[src/rtl/ov5640_power_seq.sv]
// ov5640_power_seq
//   Re-triggerable power sequencer for the OV5640 sensor. Follows the pwr_en
//   level request: walks PWDN/RESETB through the power-up order, raises
//   power_done once the sensor has settled, and powers down again (or aborts
//   a half-finished power-up) when pwr_en drops.
//
//   Optional feature macro: OV5640_POWER_SEQ_SHUTDOWN_EN
//     defined   : dropping pwr_en from SETTLE/ON first holds RESETB low with
//                 PWDN low for T_OFF_CYC cycles (SHUT), then raises PWDN.
//     undefined : dropping pwr_en from SETTLE/ON goes straight to OFF; the
//                 SHUT state and T_OFF_CYC do not exist.
//
//   Every timed phase lasts exactly T cycles: cnt clears on state entry and
//   the phase exits on the edge where cnt == T-1.
module ov5640_power_seq #(
  parameter int unsigned T_PWDN_CYC   = 300_000,
  parameter int unsigned T_RST_CYC    = 100_000,
  parameter int unsigned T_SETTLE_CYC = 1_050_000,
`ifdef OV5640_POWER_SEQ_SHUTDOWN_EN
  parameter int unsigned T_OFF_CYC    = 100_000,
`endif
  parameter int unsigned CNT_W        = 21
) (
  input  logic sclk,
  input  logic s_rst_n,
  input  logic pwr_en,
  output logic ov5640_pwdn,
  output logic ov5640_resetb,
  output logic power_done,
  output logic seq_busy
);

  typedef enum logic [2:0] {
    ST_OFF       = 3'd0,
    ST_PWDN_WAIT = 3'd1,
    ST_RST_WAIT  = 3'd2,
    ST_SETTLE    = 3'd3,
    ST_ON        = 3'd4
`ifdef OV5640_POWER_SEQ_SHUTDOWN_EN
    ,
    ST_SHUT      = 3'd5
`endif
  } state_t;

  // Terminal counts: the phase ends on the edge where cnt reaches T-1.
  localparam logic [CNT_W-1:0] CNT_ONE     = CNT_W'(1);
  localparam logic [CNT_W-1:0] PWDN_LAST   = CNT_W'(T_PWDN_CYC - 1);
  localparam logic [CNT_W-1:0] RST_LAST    = CNT_W'(T_RST_CYC - 1);
  localparam logic [CNT_W-1:0] SETTLE_LAST = CNT_W'(T_SETTLE_CYC - 1);

  // Where a powered sensor goes when the request is withdrawn.
`ifdef OV5640_POWER_SEQ_SHUTDOWN_EN
  localparam logic [CNT_W-1:0] OFF_LAST    = CNT_W'(T_OFF_CYC - 1);
  localparam state_t           DROP_STATE  = ST_SHUT;
`else
  localparam state_t           DROP_STATE  = ST_OFF;
`endif

  state_t           state_q, state_d;
  logic [CNT_W-1:0] cnt_q, cnt_d;
  logic             pwdn_q, pwdn_d;
  logic             resetb_q, resetb_d;
  logic             done_q, done_d;
  logic             busy_q, busy_d;

  logic             timed_state;
  logic             phase_expired;

  // Classify the current state as timed and flag its final cycle.
  always_comb begin
    timed_state   = 1'b0;
    phase_expired = 1'b0;
    case (state_q)
      ST_PWDN_WAIT: begin
        timed_state   = 1'b1;
        phase_expired = (cnt_q == PWDN_LAST);
      end
      ST_RST_WAIT: begin
        timed_state   = 1'b1;
        phase_expired = (cnt_q == RST_LAST);
      end
      ST_SETTLE: begin
        timed_state   = 1'b1;
        phase_expired = (cnt_q == SETTLE_LAST);
      end
`ifdef OV5640_POWER_SEQ_SHUTDOWN_EN
      ST_SHUT: begin
        timed_state   = 1'b1;
        phase_expired = (cnt_q == OFF_LAST);
      end
`endif
      default: begin
        timed_state   = 1'b0;
        phase_expired = 1'b0;
      end
    endcase
  end

  // Next-state logic; a withdrawn request takes priority over phase expiry.
  always_comb begin
    state_d = state_q;
    case (state_q)
      ST_OFF: begin
        if (pwr_en) state_d = ST_PWDN_WAIT;
      end
      ST_PWDN_WAIT: begin
        if (!pwr_en)            state_d = ST_OFF;
        else if (phase_expired) state_d = ST_RST_WAIT;
      end
      ST_RST_WAIT: begin
        if (!pwr_en)            state_d = ST_OFF;
        else if (phase_expired) state_d = ST_SETTLE;
      end
      ST_SETTLE: begin
        if (!pwr_en)            state_d = DROP_STATE;
        else if (phase_expired) state_d = ST_ON;
      end
      ST_ON: begin
        if (!pwr_en)            state_d = DROP_STATE;
      end
`ifdef OV5640_POWER_SEQ_SHUTDOWN_EN
      // Shutdown always runs to completion regardless of pwr_en.
      ST_SHUT: begin
        if (phase_expired)      state_d = ST_OFF;
      end
`endif
      default: begin
        state_d = ST_OFF;
      end
    endcase
  end

  // Phase counter: cleared on any state change, counts only in timed states.
  always_comb begin
    cnt_d = '0;
    if ((state_d == state_q) && timed_state) begin
      cnt_d = cnt_q + CNT_ONE;
    end
  end

  // Output decode from the next state so outputs switch with the state register.
  always_comb begin
    pwdn_d   = 1'b1;
    resetb_d = 1'b0;
    done_d   = 1'b0;
    busy_d   = 1'b0;
    case (state_d)
      ST_PWDN_WAIT: begin
        pwdn_d   = 1'b1;
        busy_d   = 1'b1;
      end
      ST_RST_WAIT: begin
        pwdn_d   = 1'b0;
        busy_d   = 1'b1;
      end
      ST_SETTLE: begin
        pwdn_d   = 1'b0;
        resetb_d = 1'b1;
        busy_d   = 1'b1;
      end
      ST_ON: begin
        pwdn_d   = 1'b0;
        resetb_d = 1'b1;
        done_d   = 1'b1;
      end
`ifdef OV5640_POWER_SEQ_SHUTDOWN_EN
      // Reset is asserted while supplies stay up, before power-down.
      ST_SHUT: begin
        pwdn_d   = 1'b0;
        resetb_d = 1'b0;
        busy_d   = 1'b1;
      end
`endif
      default: begin
        pwdn_d   = 1'b1;
        resetb_d = 1'b0;
        done_d   = 1'b0;
        busy_d   = 1'b0;
      end
    endcase
  end

  // State, counter and output registers; reset forces the sensor powered down.
  always_ff @(posedge sclk or negedge s_rst_n) begin
    if (!s_rst_n) begin
      state_q  <= ST_OFF;
      cnt_q    <= '0;
      pwdn_q   <= 1'b1;
      resetb_q <= 1'b0;
      done_q   <= 1'b0;
      busy_q   <= 1'b0;
    end else begin
      state_q  <= state_d;
      cnt_q    <= cnt_d;
      pwdn_q   <= pwdn_d;
      resetb_q <= resetb_d;
      done_q   <= done_d;
      busy_q   <= busy_d;
    end
  end

  assign ov5640_pwdn   = pwdn_q;
  assign ov5640_resetb = resetb_q;
  assign power_done    = done_q;
  assign seq_busy      = busy_q;

endmodule
[config.mk]
export PLATFORM = sky130hd
export DESIGN_NAME = ov5640_power_seq
export DESIGN_NICKNAME = d
export VERILOG_FILES = /design/src/rtl/ov5640_power_seq.sv
export SDC_FILE = /design/constraint.sdc
export NUM_CORES = 1
export LEC_CHECK = 0
export ABC_AREA = 0
export CAP_MARGIN = 20
export CORE_UTILIZATION = 30
export CTS_CLUSTER_SIZE = 8
export DETAILED_ROUTE_END_ITERATION = 16
export SYNTH_ARGS = -nofsm -noshare
export SYNTH_HDL_FRONTEND = slang
export SYNTH_SLANG_ARGS = --single-unit
[constraint.sdc]
create_clock -name sclk -period 2.25 [get_ports sclk]
set_clock_uncertainty 0.05 [all_clocks]
set_input_delay 0.3375 -clock sclk [delete_from_list [all_inputs] [get_ports sclk]]
set_output_delay 0.3375 -clock sclk [all_outputs]
set_load 0.02 [all_outputs]
==> flow_metrics.env <==
export IMPL_setup_worst_path_end_class="register"
export IMPL_cts_inserted_buffers=3
export IMPL_hold_path_class="input port to async pin"
export IMPL_final_common_cell="dfrtp_1"
export IMPL_clock_latency_ps=270
export IMPL_relSlewSlack_pct=66.55
export IMPL_ios=7
export IMPL_p_int_mw=0.6754
export IMPL_worstSetupPathDepth=4
export IMPL_critPathMaxStageDelay_ps=540
export IMPL_core_area_um2=4817
export IMPL_fillCellCount=492
export IMPL_rsz0062_at_grt="no"
export IMPL_remaining_drc_errors=0
export IMPL_combPwrFrac_pct=4.0
export IMPL_path_buf_inv=0
export IMPL_synth_cell_types=41
export IMPL_final_min_clock_period_ps=2190
export IMPL_grt_max_degree=29
export IMPL_grt_pass1_vias=1119
export IMPL_power_leakage_nw=0.6596
export IMPL_vdd_ir_drop_max_v=0.0002328
export IMPL_ctsHoldBuffers=0
export IMPL_finalSetupTns_ps=0
export IMPL_timing_final_crit_share_pct=97.31
export IMPL_start_util_pct=31.87
export IMPL_maxSlewViolCount=0
export IMPL_die_h_um=73.54
export IMPL_synth_edf_count=0
export IMPL_clock_sinks=28
export IMPL_crit_required_ps=2370
export IMPL_overflow=0
export IMPL_clkTransAtPathRegs_ps=100
export IMPL_slowest_stage="or4_4"
export IMPL_layout_common_cells="27 x dfrtp_1, 16 x nor3_1, 11 x buf_4"
export IMPL_diodes=0
export IMPL_drt_iter0_drc=72
export IMPL_die_area_um2=5407
export IMPL_crit_top_cell="or4_4"
export IMPL_crit_chain="or4_4, or4_4, or4_4, and3_1"
export IMPL_cp_start_kind="register"
export IMPL_worst_pin_slew_ps=487.7
export IMPL_grt_pass1_wl_um=5478
export IMPL_hold_viol=0
export IMPL_antenna_found_initial=0
export IMPL_cp_max_fo=3
export IMPL_netSwitchingFraction_pct=21.28
export IMPL_yosysTopAreaCell="dfrtp_1"
export IMPL_p_per_area_nw_per_um2=481.9
export IMPL_area_growth_pct=15.97
export IMPL_arrival_ps=2310
export IMPL_max_freq_mhz=456.7
export IMPL_synthTopCellsByArea="dfrtp_1 44%, nor3_1 5.2%, xnor2_1 4.6%"
export IMPL_synthFlopType="dfrtp_1"
export IMPL_drt_total_wl_um=3176
export IMPL_cap_violations=0
export IMPL_finalSetupViolCount=0
export IMPL_grt_use_total_pct=13.27
export IMPL_fin_nets=169
export IMPL_ys_seq_area_share_pct=45.72
export IMPL_cts_root_buffer="clkbuf_8"
export IMPL_status="complete, no violations"
export IMPL_seqPwrFrac_pct=59.5
export IMPL_seqCellArea_um2=701.9
export IMPL_numPortBuffers=6
export IMPL_hpwl_um=2256
export IMPL_synthCells=150
export IMPL_p_sw_mw=0.1826
export IMPL_drtAntennaViolNets=0
export IMPL_drtPass1Iterations=6
export IMPL_async_flop_share_pct=100.0
export IMPL_rows=25
export IMPL_synth_top_area_share_pct=44.01
export IMPL_yosysWarnings=0
export IMPL_multi_input_area_um2=782.0
export IMPL_syn_area_um2=1535
export IMPL_syn_num_nets=154
export IMPL_ff2ff_path_depth=4
export IMPL_die_w_um=73.54
export IMPL_layout_drive_gt1_share_pct=17.07
export IMPL_clk_path_buf_depth=2
export IMPL_finalWeightedCongestion=0.9136
export IMPL_num_vias=1194
export IMPL_ys_ff_latch=28
export IMPL_avgRoutedWirePerCell_um=13.75
export IMPL_holdWs_ps=381.2
export IMPL_cts_tree="done"
export IMPL_cts_max_level=1
export IMPL_avgViaCountPerCell=5.169
export IMPL_critPathTopFamily="simple AND/OR/NAND/NOR gates"
export IMPL_critPathKind="register to register"
export IMPL_clkPwrFrac_pct=36.5
export IMPL_avgSynthCellArea_um2=10.23
## per-stage QoR
stage / power [mW] / utilization [%] / worst slack, ps / cells / cell area, um^2
6_report: 0.8580 / 36.96 / 60.45 / 231 / 1780
5_1_grt: 0.8977 / 36.96 / 1.622 / 231 / 1780
4_1_cts: 0.8730 / 36.75 / 64.28 / 230 / 1770
3_5_place_dp: 0.5546 / 35.61 / 89.14 / 226 / 1715
3_3_place_gp: 0.5535 / 35.61 / 113.9 / 226 / 1715
2_1_floorplan: 0.5318 / - / 106.6 / 150 / 1535
## what timing repair did
item                       in CTS  in global routing
resized for setup               0                  1
setup endpoints to repair       0                  2
setup buffers                   0                  1
## kinds of logic (layout without fill, tap and decap cells)
family | Yosys count | after routing | share of synthesized area, %
and+or+nand+nor | 72 | 72 | 30.56
DFF | 28 | 28 | 45.72
AOI/OAI and AO/OA | 23 | 23 | 10.51
xor gates and xnor gates | 11 | 11 | 6.276
buffers and inverters | 11 | 25 | 3.504
muxes | 4 | 4 | 2.608
adders and majority gates | 1 | 1 | 0.8149
## cell usage after synthesis (2+ instances only)
cell / count
and4b_1: 2
xor2_1: 3
dfrtp_1: 27
or3_1: 7
nor3b_1: 2
or2_2: 2
a211oi_1: 7
nor2b_1: 5
o2bb2ai_1: 2
or4_4: 5
mux2i_1: 4
buf_4: 3
nor3_1: 16
clkbuf_1: 3
xnor2_1: 8
inv_1: 4
nand3_1: 6
nor4b_1: 2
nand4_1: 3
o21ai_0: 8
nor2_1: 2
nand2_1: 8
or4_1: 2
nor4_1: 2
## registers in the layout (all words and copies together) (netlist names)
| signal | cells |
|---|---|
| cnt_q | 21 |
| state_q | 3 |
| ov5640_pwdn | 1 |
| ov5640_resetb | 1 |
| power_done | 1 |
| seq_busy | 1 |
## layer usage
metal | GRT usage [%] | vias up | share of wire (%)
li1 | - | 590 | -
met1 | 18.75 | 585 | 49
met2 | 20.39 | 17 | 48
met3 | 3.292 | 2 | 2.8
met4 | 2.991 | 0 | 0.38
met5 | 0 | - | 0
## power by group through the flow
| stage | clock network, mW | registers, mW | logic [mW] |
|---|---|---|---|
| 2_1_floorplan | 0 | 0.521 | 0.0112 |
| 3_3_place_gp | 0 | 0.520 | 0.0335 |
| 3_5_place_dp | 0 | 0.520 | 0.0346 |
| 4_1_cts | 0.328 | 0.510 | 0.0345 |
| 5_1_grt | 0.347 | 0.511 | 0.0393 |
| 6_report | 0.313 | 0.510 | 0.0346 |
## final timing paths
kind                       startpoint          end  slack (ps)
min reg2reg                  cnt_q[0]     cnt_q[0]         480
min                           s_rst_n    cnt_q[12]         380
max                         cnt_q[11]   state_q[0]          60
max reg2reg                 cnt_q[11]   state_q[0]          60
min in group sclk            cnt_q[0]     cnt_q[0]         480
max in group asynchronous     s_rst_n  ov5640_pwdn        1460
## area by class of cell
class	count	area share [%]
multi-input cells	111	43.92
flip-flops and latches	28	39.42
repair buffers	17	8.011
well taps	67	4.708
clock buffers	4	3.092
inverters	4	0.8433
Note: power is estimated with default switching activity, not from simulation.
